--- config.mk ---
export PLATFORM = sky130hd
export DESIGN_NAME = aidc_lite_ahb_arb
export DESIGN_NICKNAME = d
export VERILOG_FILES = /design/src/rtl/aidc_lite_ahb_pkg.sv /design/src/rtl/aidc_lite_ahb_mst_mux.sv /design/src/rtl/aidc_lite_ahb_arb.sv
export SDC_FILE = /design/constraint.sdc
export NUM_CORES = 1
export LEC_CHECK = 0
export CORE_AREA = 3 3 91 93
export DETAILED_ROUTE_END_ITERATION = 10
export DIE_AREA = 0 0 94 96
export PLACE_DENSITY = 0.7
export SYNTH_ARGS = -nofsm -noshare
export SYNTH_HDL_FRONTEND = slang
export SYNTH_SLANG_ARGS = --single-unit
--- constraint.sdc ---
create_clock -name clk -period 4.1 [get_ports clk]
set_input_delay 0.82 -clock clk [delete_from_list [all_inputs] [get_ports clk]]
set_output_delay 0.82 -clock clk [all_outputs]
set_load 0.05 [all_outputs]
--- src/rtl/aidc_lite_ahb_pkg.sv ---
// Purpose: shared AHB2 encodings, master indices and arbiter defaults for the AIDC lite bus.
// Latency: n/a (types and constants only).
// Backpressure: n/a.
package aidc_lite_ahb_pkg;

  // Default number of hready beats an owner keeps the bus while the other master waits.
  localparam int TENURE_DEFAULT = 16;

  // Master indices on the shared bus.
  localparam logic MST_COMP   = 1'b0;  // compressor
  localparam logic MST_DECOMP = 1'b1;  // decompressor

  typedef enum logic [1:0] {
    HTRANS_IDLE   = 2'b00,
    HTRANS_BUSY   = 2'b01,
    HTRANS_NONSEQ = 2'b10,
    HTRANS_SEQ    = 2'b11
  } htrans_e;

  // Arbiter ownership states; encoding doubles as the owning master index.
  typedef enum logic {
    OWN0 = 1'b0,
    OWN1 = 1'b1
  } arb_state_e;

  // Address-phase control bundle of one AHB2 master.
  typedef struct packed {
    logic [31:0] haddr;
    logic [1:0]  htrans;
    logic        hwrite;
    logic [2:0]  hsize;
    logic [2:0]  hburst;
    logic [3:0]  hprot;
  } ahb_ctrl_t;

  // An owner may only be preempted on a transfer boundary: never inside a
  // burst (SEQ) or while it has the burst paused (BUSY).
  function automatic logic trans_is_boundary(input logic [1:0] htrans);
    return (htrans == HTRANS_NONSEQ) || (htrans == HTRANS_IDLE);
  endfunction

endpackage

--- src/rtl/aidc_lite_ahb_mst_mux.sv ---
// Purpose: AHB2 master-to-slave mux; address/control follow addr_sel, write data follows data_sel.
// Latency: purely combinational, zero cycles.
// Backpressure: none here; hready stalls are handled by whoever drives the selects.
// Ports: m0_*/m1_* per-master address/control/wdata in; addr_sel = address-phase owner,
//        data_sel = data-phase owner; s_* muxed outputs to the slave.
module aidc_lite_ahb_mst_mux
  import aidc_lite_ahb_pkg::*;
(
  input  logic        addr_sel,
  input  logic        data_sel,
  input  logic [31:0] m0_haddr_i,
  input  logic [1:0]  m0_htrans_i,
  input  logic        m0_hwrite_i,
  input  logic [2:0]  m0_hsize_i,
  input  logic [2:0]  m0_hburst_i,
  input  logic [3:0]  m0_hprot_i,
  input  logic [31:0] m0_hwdata_i,
  input  logic [31:0] m1_haddr_i,
  input  logic [1:0]  m1_htrans_i,
  input  logic        m1_hwrite_i,
  input  logic [2:0]  m1_hsize_i,
  input  logic [2:0]  m1_hburst_i,
  input  logic [3:0]  m1_hprot_i,
  input  logic [31:0] m1_hwdata_i,
  output logic [31:0] s_haddr_o,
  output logic [1:0]  s_htrans_o,
  output logic        s_hwrite_o,
  output logic [2:0]  s_hsize_o,
  output logic [2:0]  s_hburst_o,
  output logic [3:0]  s_hprot_o,
  output logic [31:0] s_hwdata_o
);

  ahb_ctrl_t m0_ctrl;
  ahb_ctrl_t m1_ctrl;
  ahb_ctrl_t sel_ctrl;

  assign m0_ctrl = '{haddr: m0_haddr_i, htrans: m0_htrans_i, hwrite: m0_hwrite_i,
                     hsize: m0_hsize_i, hburst: m0_hburst_i, hprot: m0_hprot_i};
  assign m1_ctrl = '{haddr: m1_haddr_i, htrans: m1_htrans_i, hwrite: m1_hwrite_i,
                     hsize: m1_hsize_i, hburst: m1_hburst_i, hprot: m1_hprot_i};

  assign sel_ctrl = (addr_sel == MST_DECOMP) ? m1_ctrl : m0_ctrl;

  assign s_haddr_o  = sel_ctrl.haddr;
  assign s_htrans_o = sel_ctrl.htrans;
  assign s_hwrite_o = sel_ctrl.hwrite;
  assign s_hsize_o  = sel_ctrl.hsize;
  assign s_hburst_o = sel_ctrl.hburst;
  assign s_hprot_o  = sel_ctrl.hprot;

  // Write data lags address by one accepted beat, so it uses the data-phase owner.
  assign s_hwdata_o = (data_sel == MST_DECOMP) ? m1_hwdata_i : m0_hwdata_i;

endmodule

--- src/rtl/aidc_lite_ahb_arb.sv ---
// Purpose: two-master AHB2 arbiter (compressor/decompressor) with bounded tenure and parking.
// Latency: grant changes 1 cycle after the deciding hready beat; hmaster_o +1, hmaster_data_o +2.
// Backpressure: every register holds while hready_i=0; hresp is not observed.
// Ports: clk/rst (sync, active-high); m_hbusreq_i/m_hgrant_o per master; m0_*/m1_* master
//        AHB2 inputs; s_* muxed slave outputs; hready_i slave ready; hmaster_o/hmaster_data_o
//        address- and data-phase owner indices.
module aidc_lite_ahb_arb
  import aidc_lite_ahb_pkg::*;
#(
  parameter int TENURE = TENURE_DEFAULT
) (
  input  logic        clk,
  input  logic        rst,
  input  logic [1:0]  m_hbusreq_i,
  output logic [1:0]  m_hgrant_o,
  input  logic [31:0] m0_haddr_i,
  input  logic [1:0]  m0_htrans_i,
  input  logic        m0_hwrite_i,
  input  logic [2:0]  m0_hsize_i,
  input  logic [2:0]  m0_hburst_i,
  input  logic [3:0]  m0_hprot_i,
  input  logic [31:0] m0_hwdata_i,
  input  logic [31:0] m1_haddr_i,
  input  logic [1:0]  m1_htrans_i,
  input  logic        m1_hwrite_i,
  input  logic [2:0]  m1_hsize_i,
  input  logic [2:0]  m1_hburst_i,
  input  logic [3:0]  m1_hprot_i,
  input  logic [31:0] m1_hwdata_i,
  output logic [31:0] s_haddr_o,
  output logic [1:0]  s_htrans_o,
  output logic        s_hwrite_o,
  output logic [2:0]  s_hsize_o,
  output logic [2:0]  s_hburst_o,
  output logic [3:0]  s_hprot_o,
  output logic [31:0] s_hwdata_o,
  input  logic        hready_i,
  output logic        hmaster_o,
  output logic        hmaster_data_o
);

  // A TENURE of 1 would give a zero-width counter; keep at least one bit.
  localparam int CW = (TENURE > 1) ? $clog2(TENURE) : 1;
  localparam logic [CW-1:0] CNT_MAX = CW'(TENURE - 1);

  arb_state_e    state_q;
  arb_state_e    state_d;
  logic [CW-1:0] cnt_q;
  logic          hmaster_q;
  logic          hmaster_data_q;

  logic          owner_idx;
  logic          owner_req;
  logic          other_req;
  logic [1:0]    owner_htrans;
  logic          tenure_up;
  logic          rearb;
  logic          grant_change;

  assign owner_idx    = logic'(state_q);
  assign owner_req    = m_hbusreq_i[owner_idx];
  assign other_req    = m_hbusreq_i[~owner_idx];
  assign owner_htrans = (owner_idx == MST_DECOMP) ? m1_htrans_i : m0_htrans_i;
  assign tenure_up    = (cnt_q == CNT_MAX);

  // Re-arbitrate when the owner lets go, or when its tenure is spent and it
  // sits on a transfer boundary so no burst gets split.
  assign rearb = hready_i &&
                 (!owner_req || (other_req && tenure_up && trans_is_boundary(owner_htrans)));

  always_ff @(posedge clk) begin
    if (rst) begin
      state_q <= OWN0;
    end else begin
      state_q <= state_d;
    end
  end

  always_comb begin
    state_d      = state_q;
    grant_change = 1'b0;
    m_hgrant_o   = 2'b01;
    case (state_q)
      OWN0: begin
        m_hgrant_o = 2'b01;
        // With no competing request the bus parks with the current owner.
        if (rearb && other_req) begin
          state_d      = OWN1;
          grant_change = 1'b1;
        end
      end
      OWN1: begin
        m_hgrant_o = 2'b10;
        if (rearb && other_req) begin
          state_d      = OWN0;
          grant_change = 1'b1;
        end
      end
      default: begin
        state_d = OWN0;
      end
    endcase
  end

  // Tenure counter only runs while someone is actually waiting for the bus.
  always_ff @(posedge clk) begin
    if (rst) begin
      cnt_q <= '0;
    end else if (hready_i) begin
      if (grant_change || !other_req) begin
        cnt_q <= '0;
      end else if (cnt_q != CNT_MAX) begin
        cnt_q <= cnt_q + CW'(1);
      end
    end
  end

  // Owner pipeline: the grant sampled on an accepted beat becomes the
  // address-phase owner, which becomes the data-phase owner one beat later.
  always_ff @(posedge clk) begin
    if (rst) begin
      hmaster_q      <= MST_COMP;
      hmaster_data_q <= MST_COMP;
    end else if (hready_i) begin
      hmaster_q      <= owner_idx;
      hmaster_data_q <= hmaster_q;
    end
  end

  assign hmaster_o      = hmaster_q;
  assign hmaster_data_o = hmaster_data_q;

  aidc_lite_ahb_mst_mux u_mst_mux (
    .addr_sel    (hmaster_q),
    .data_sel    (hmaster_data_q),
    .m0_haddr_i  (m0_haddr_i),
    .m0_htrans_i (m0_htrans_i),
    .m0_hwrite_i (m0_hwrite_i),
    .m0_hsize_i  (m0_hsize_i),
    .m0_hburst_i (m0_hburst_i),
    .m0_hprot_i  (m0_hprot_i),
    .m0_hwdata_i (m0_hwdata_i),
    .m1_haddr_i  (m1_haddr_i),
    .m1_htrans_i (m1_htrans_i),
    .m1_hwrite_i (m1_hwrite_i),
    .m1_hsize_i  (m1_hsize_i),
    .m1_hburst_i (m1_hburst_i),
    .m1_hprot_i  (m1_hprot_i),
    .m1_hwdata_i (m1_hwdata_i),
    .s_haddr_o   (s_haddr_o),
    .s_htrans_o  (s_htrans_o),
    .s_hwrite_o  (s_hwrite_o),
    .s_hsize_o   (s_hsize_o),
    .s_hburst_o  (s_hburst_o),
    .s_hprot_o   (s_hprot_o),
    .s_hwdata_o  (s_hwdata_o)
  );

endmodule

==> metrics.log <==
[metrics] antenna-violating nets left: 0
[metrics] sequential fraction of the synthesis area: 0.1067
[metrics] portion of total power attributed to combinational logic: 0.746
[metrics] number of stages on the worst hold path: 1
[metrics] Worst setup EP type: output port
[metrics] via density per instance: between 4 and 5
[metrics] f_max: 317.6 MHz
[metrics] number of instances resized during post-cts repair: 0
[metrics] Die W: about 94 µm
[metrics] vias in the first global route: roughly 1,900
[metrics] peak supply drop: between 150 and 200 µV
[metrics] aggregate negative setup slack: 0 ns
[metrics] CTS Root Buffer Type: sky130_fd_sc_hd__clkbuf_8
[metrics] run status: complete, no violations
[metrics] number of synthesized register bits: 7
[metrics] Congestion Overflow GR: 0
[metrics] Pwr Total: 0.6737 mW
[metrics] floorplan core area: 7607 µm²
[metrics] Post-Place Cell Area: between 3000 and 4000 µm²
[metrics] count of final setup violators: 0
[metrics] slew at the pin closest to its max-slew limit: 0.5777 ns
[metrics] final clock skew: 0.001969 ns
[metrics] cells on worst reg2reg path: 4
[metrics] Crit Path Max Fanout: 24
[metrics] Worst Path Class, Setup: register to output port
[metrics] total area of multi-input combinational cells: 1102 µm²
[metrics] Reg-to-Reg Start: cnt_q[0]
[metrics] WL met1: 3036 µm
[metrics] switching power of the nets: 0.2828 mW
[metrics] count of port buffers added during placement: 239
[metrics] clock latency of the later-clocked register in the worst-skew pair: 0.23 ns
[metrics] post-route design area: about 3800 µm²
[metrics] Post-CTS Setup Inserts: 0
[metrics] Final min period: 3.149 ns
[metrics] number of warnings printed during yosys synthesis: 0
[metrics] DRT iter0 DRCs: 12
[metrics] number of sinks handled by clock tree synthesis: 7
[metrics] maximum number of pins on one net before global-route repair: 35
[metrics] Syn Inst Count: 128
[metrics] Pins Over Slew Limit: 0
[metrics] TritonCTS Buffers: 3
[metrics] RSZ-0062 raised after global routing: false
[metrics] end point of the worst hold path: cnt_q[0]
[metrics] total met3 wirelength after detailed routing: 911 µm
[metrics] power per cell area: 175.5 nW/µm²
[metrics] Rel. slew slack: 0.6136
[metrics] TritonCTS clock tree: done
[metrics] number of core rows: 32
[metrics] data arrival time at the worst-slack endpoint: 2.33 ns
[metrics] final wirelength: between 8000 and 9000 µm
[metrics] number of search-and-repair iterations in the first detailed-routing pass: 4
[metrics] crit start category: register
[metrics] antenna violations before repair: 0
[metrics] post-synthesis net count: between 200 and 300
[metrics] ratio of final minimum period to clock period: 0.7680
[metrics] die area: 9024 µm²
[metrics] worst hold-check path type: register to register
[metrics] max-cap violations: 0
[metrics] total number of H-tree levels: 1
[metrics] share of power burned in the clock network: 0.145
[metrics] critical path required time: 3.28 ns
[metrics] area delta synth->final: 192.2%
[metrics] vias after detailed routing: 1,992
[metrics] FF+latch area: 141.4 µm²
[metrics] DRC violation count after routing: 0
[metrics] standard cell with the maximum stage delay on the critical path: sky130_fd_sc_hd__clkdlybuf4s50_1
[metrics] maximum buffer depth of the clock tree: 2
[metrics] fraction of layout cells with a size suffix above 1: 0.2459
[metrics] Finished Core Util: 0.5046
[metrics] hold violation total from the final report: 0
[metrics] Vert. Die Dim: ~96 µm
[metrics] static power due to leakage: 1.367 nW
[metrics] average footprint of a synthesized cell: 10.26 µm²
[metrics] number of top-level pins: 240
[metrics] CP cell instances: buf_4 -> mux2_2 -> clkdlybuf4s50_1
[metrics] Final #Nets: 523
[metrics] routed length on met2: 4086 µm
[metrics] maximum cell stage delay along the critical path: about 0.75 ns
[metrics] Placer Congestion: 0.8205
[metrics] start point of the worst min-delay path: cnt_q[0]
[metrics] highest routed metal layer: met4
[metrics] clock-pin slew on the worst setup and hold paths: 0.04 ns
[metrics] relative contribution of sequential cells to total power: 0.110
[metrics] Switching Fraction: 0.4197
[metrics] number of distinct standard cells referenced by the synthesized netlist: 26
[metrics] combined area of all synthesized cells: 1314 µm²
[metrics] Avg WL per Cell: 17.37 µm
[metrics] number of antenna repair diodes: 0
[metrics] Internal Power: 0.3909 mW
[metrics] total routing usage reported by global routing: 0.1553
[metrics] worst reg2reg endpoint: cnt_q[3]
[metrics] HPWL after detailed placement: 6965 µm
[metrics] register-to-register setup slack: around 2.7 ns
[metrics] global-route wire length before repair: 10,850 µm
[metrics] CTS hold repair buffers: 0
[metrics] fill count: 707
[metrics] effective utilization at floorplan: 0.1727
[layout make-up]
cell class | count | share of cell area
sequential | 7 | 0.03683
inverter | 2 | 0.001956
timing repair buffer | 242 | 0.6291
multi-input combinational | 107 | 0.2872
clock buffer | 4 | 0.01173
tap | 102 | 0.03325
[cells in the final DEF, fill, tap and decap left out]
cell type,n
sky130_fd_sc_hd__a2111oi_2,2
sky130_fd_sc_hd__nor2_1,2
sky130_fd_sc_hd__a21oi_1,2
sky130_fd_sc_hd__clkbuf_8,3
sky130_fd_sc_hd__and3_1,1
sky130_fd_sc_hd__dfxtp_2,1
sky130_fd_sc_hd__o32ai_1,1
sky130_fd_sc_hd__ha_1,1
sky130_fd_sc_hd__nand2_1,1
sky130_fd_sc_hd__o21ai_2,1
sky130_fd_sc_hd__a311oi_1,3
sky130_fd_sc_hd__mux2i_1,2
sky130_fd_sc_hd__dfxtp_1,6
sky130_fd_sc_hd__nand4b_1,1
sky130_fd_sc_hd__nand3b_1,1
sky130_fd_sc_hd__mux2_2,77
sky130_fd_sc_hd__a31oi_1,2
sky130_fd_sc_hd__o31a_2,1
sky130_fd_sc_hd__nand3_1,4
sky130_fd_sc_hd__clkdlybuf4s50_1,239
sky130_fd_sc_hd__nand4_1,1
sky130_fd_sc_hd__a41oi_1,1
sky130_fd_sc_hd__and2_1,2
sky130_fd_sc_hd__mux2_4,1
sky130_fd_sc_hd__clkbuf_1,1
sky130_fd_sc_hd__buf_4,3
sky130_fd_sc_hd__inv_1,2
[critical path: cells and delay by family, from the launching register on]
family / cells / cell delay [ns]
flip-flops: 1 / 0.66
multiplexers: 1 / 0.36
buffers and inverters: 2 / 1.08
[layer usage]
metal / track usage / up-vias
met5: 0 / -
met1: 0.1893 / 909
met2: 0.2691 / 115
met3: 0.05942 / 2
li1: - / 966
met4: 0.01564 / 0
[through the flow]
step                      hold WS, ns  cells  setup WS [ns]
after floorplan                0.4723    128          1.667
after global placement         0.5013    460         0.9820
after detailed placement       0.5124    460         0.9843
after CTS                      0.5211    464         0.8886
after global routing           0.5466    464         0.7986
final                          0.5231    464         0.9511
[state kept, by name, summed over array words and instances, names as in the netlist]
name / cells
cnt_q: 4
hmaster_data_o: 1
hmaster_o: 1
owner_idx: 1
[Yosys cell counts (all sizes together)]
| master | number | area share |
|---|---|---|
| a41oi | 1 | 0.0067 |
| nand3 | 4 | 0.015 |
| ha | 1 | 0.0095 |
| a21oi | 2 | 0.0076 |
| a31oi | 2 | 0.0095 |
| o32ai | 1 | 0.0067 |
| mux2i | 2 | 0.015 |
| buf | 10 | 0.040 |
| nand2 | 1 | 0.0029 |
| clkbuf | 2 | 0.0086 |
| nand3b | 1 | 0.0057 |
| nor2 | 2 | 0.0057 |
| o31a | 1 | 0.0076 |
| nand4 | 1 | 0.0048 |
| inv | 2 | 0.0057 |
| and3 | 1 | 0.0048 |
| a2111oi | 2 | 0.023 |
| o21ai | 1 | 0.0067 |
| dfxtp | 7 | 0.11 |
| nand4b | 1 | 0.0067 |
| a311oi | 3 | 0.020 |
| and2 | 2 | 0.0095 |
| mux2 | 78 | 0.67 |
[how the worst max path moves through the flow]
stage | start | endpoint | slack [ns] | cells after the start
CTS | hmaster_o | s_haddr_o[27] | 0.89 | 3
global placement | m0_haddr_i[27] | s_haddr_o[27] | 0.98 | 3
global route | hmaster_o | s_haddr_o[27] | 0.80 | 3
detailed placement | m0_htrans_i[0] | s_htrans_o[0] | 0.98 | 3
finish | hmaster_o | s_haddr_o[27] | 0.95 | 3
floorplan | hmaster_o | s_haddr_o[10] | 1.67 | 3
[kinds of logic after synthesis]
| kind of cell | share of synthesized area |
|---|---|
| compound gates | 0.08763 |
| fa+ha+maj | 0.009522 |
| buf+inv | 0.05429 |
| flops | 0.1067 |
| mux | 0.6867 |
| simple gates | 0.05525 |
[power by group through the flow]
stage | registers, mW | clock network, mW | logic [mW]
global placement | 0.0749 | 0 | 0.502
CTS | 0.0739 | 0.101 | 0.507
floorplan | 0.0738 | 0 | 0.247
global route | 0.0743 | 0.105 | 0.522
finish | 0.0738 | 0.0975 | 0.502
detailed placement | 0.0750 | 0 | 0.504
Power figures use the tool's default switching activity.
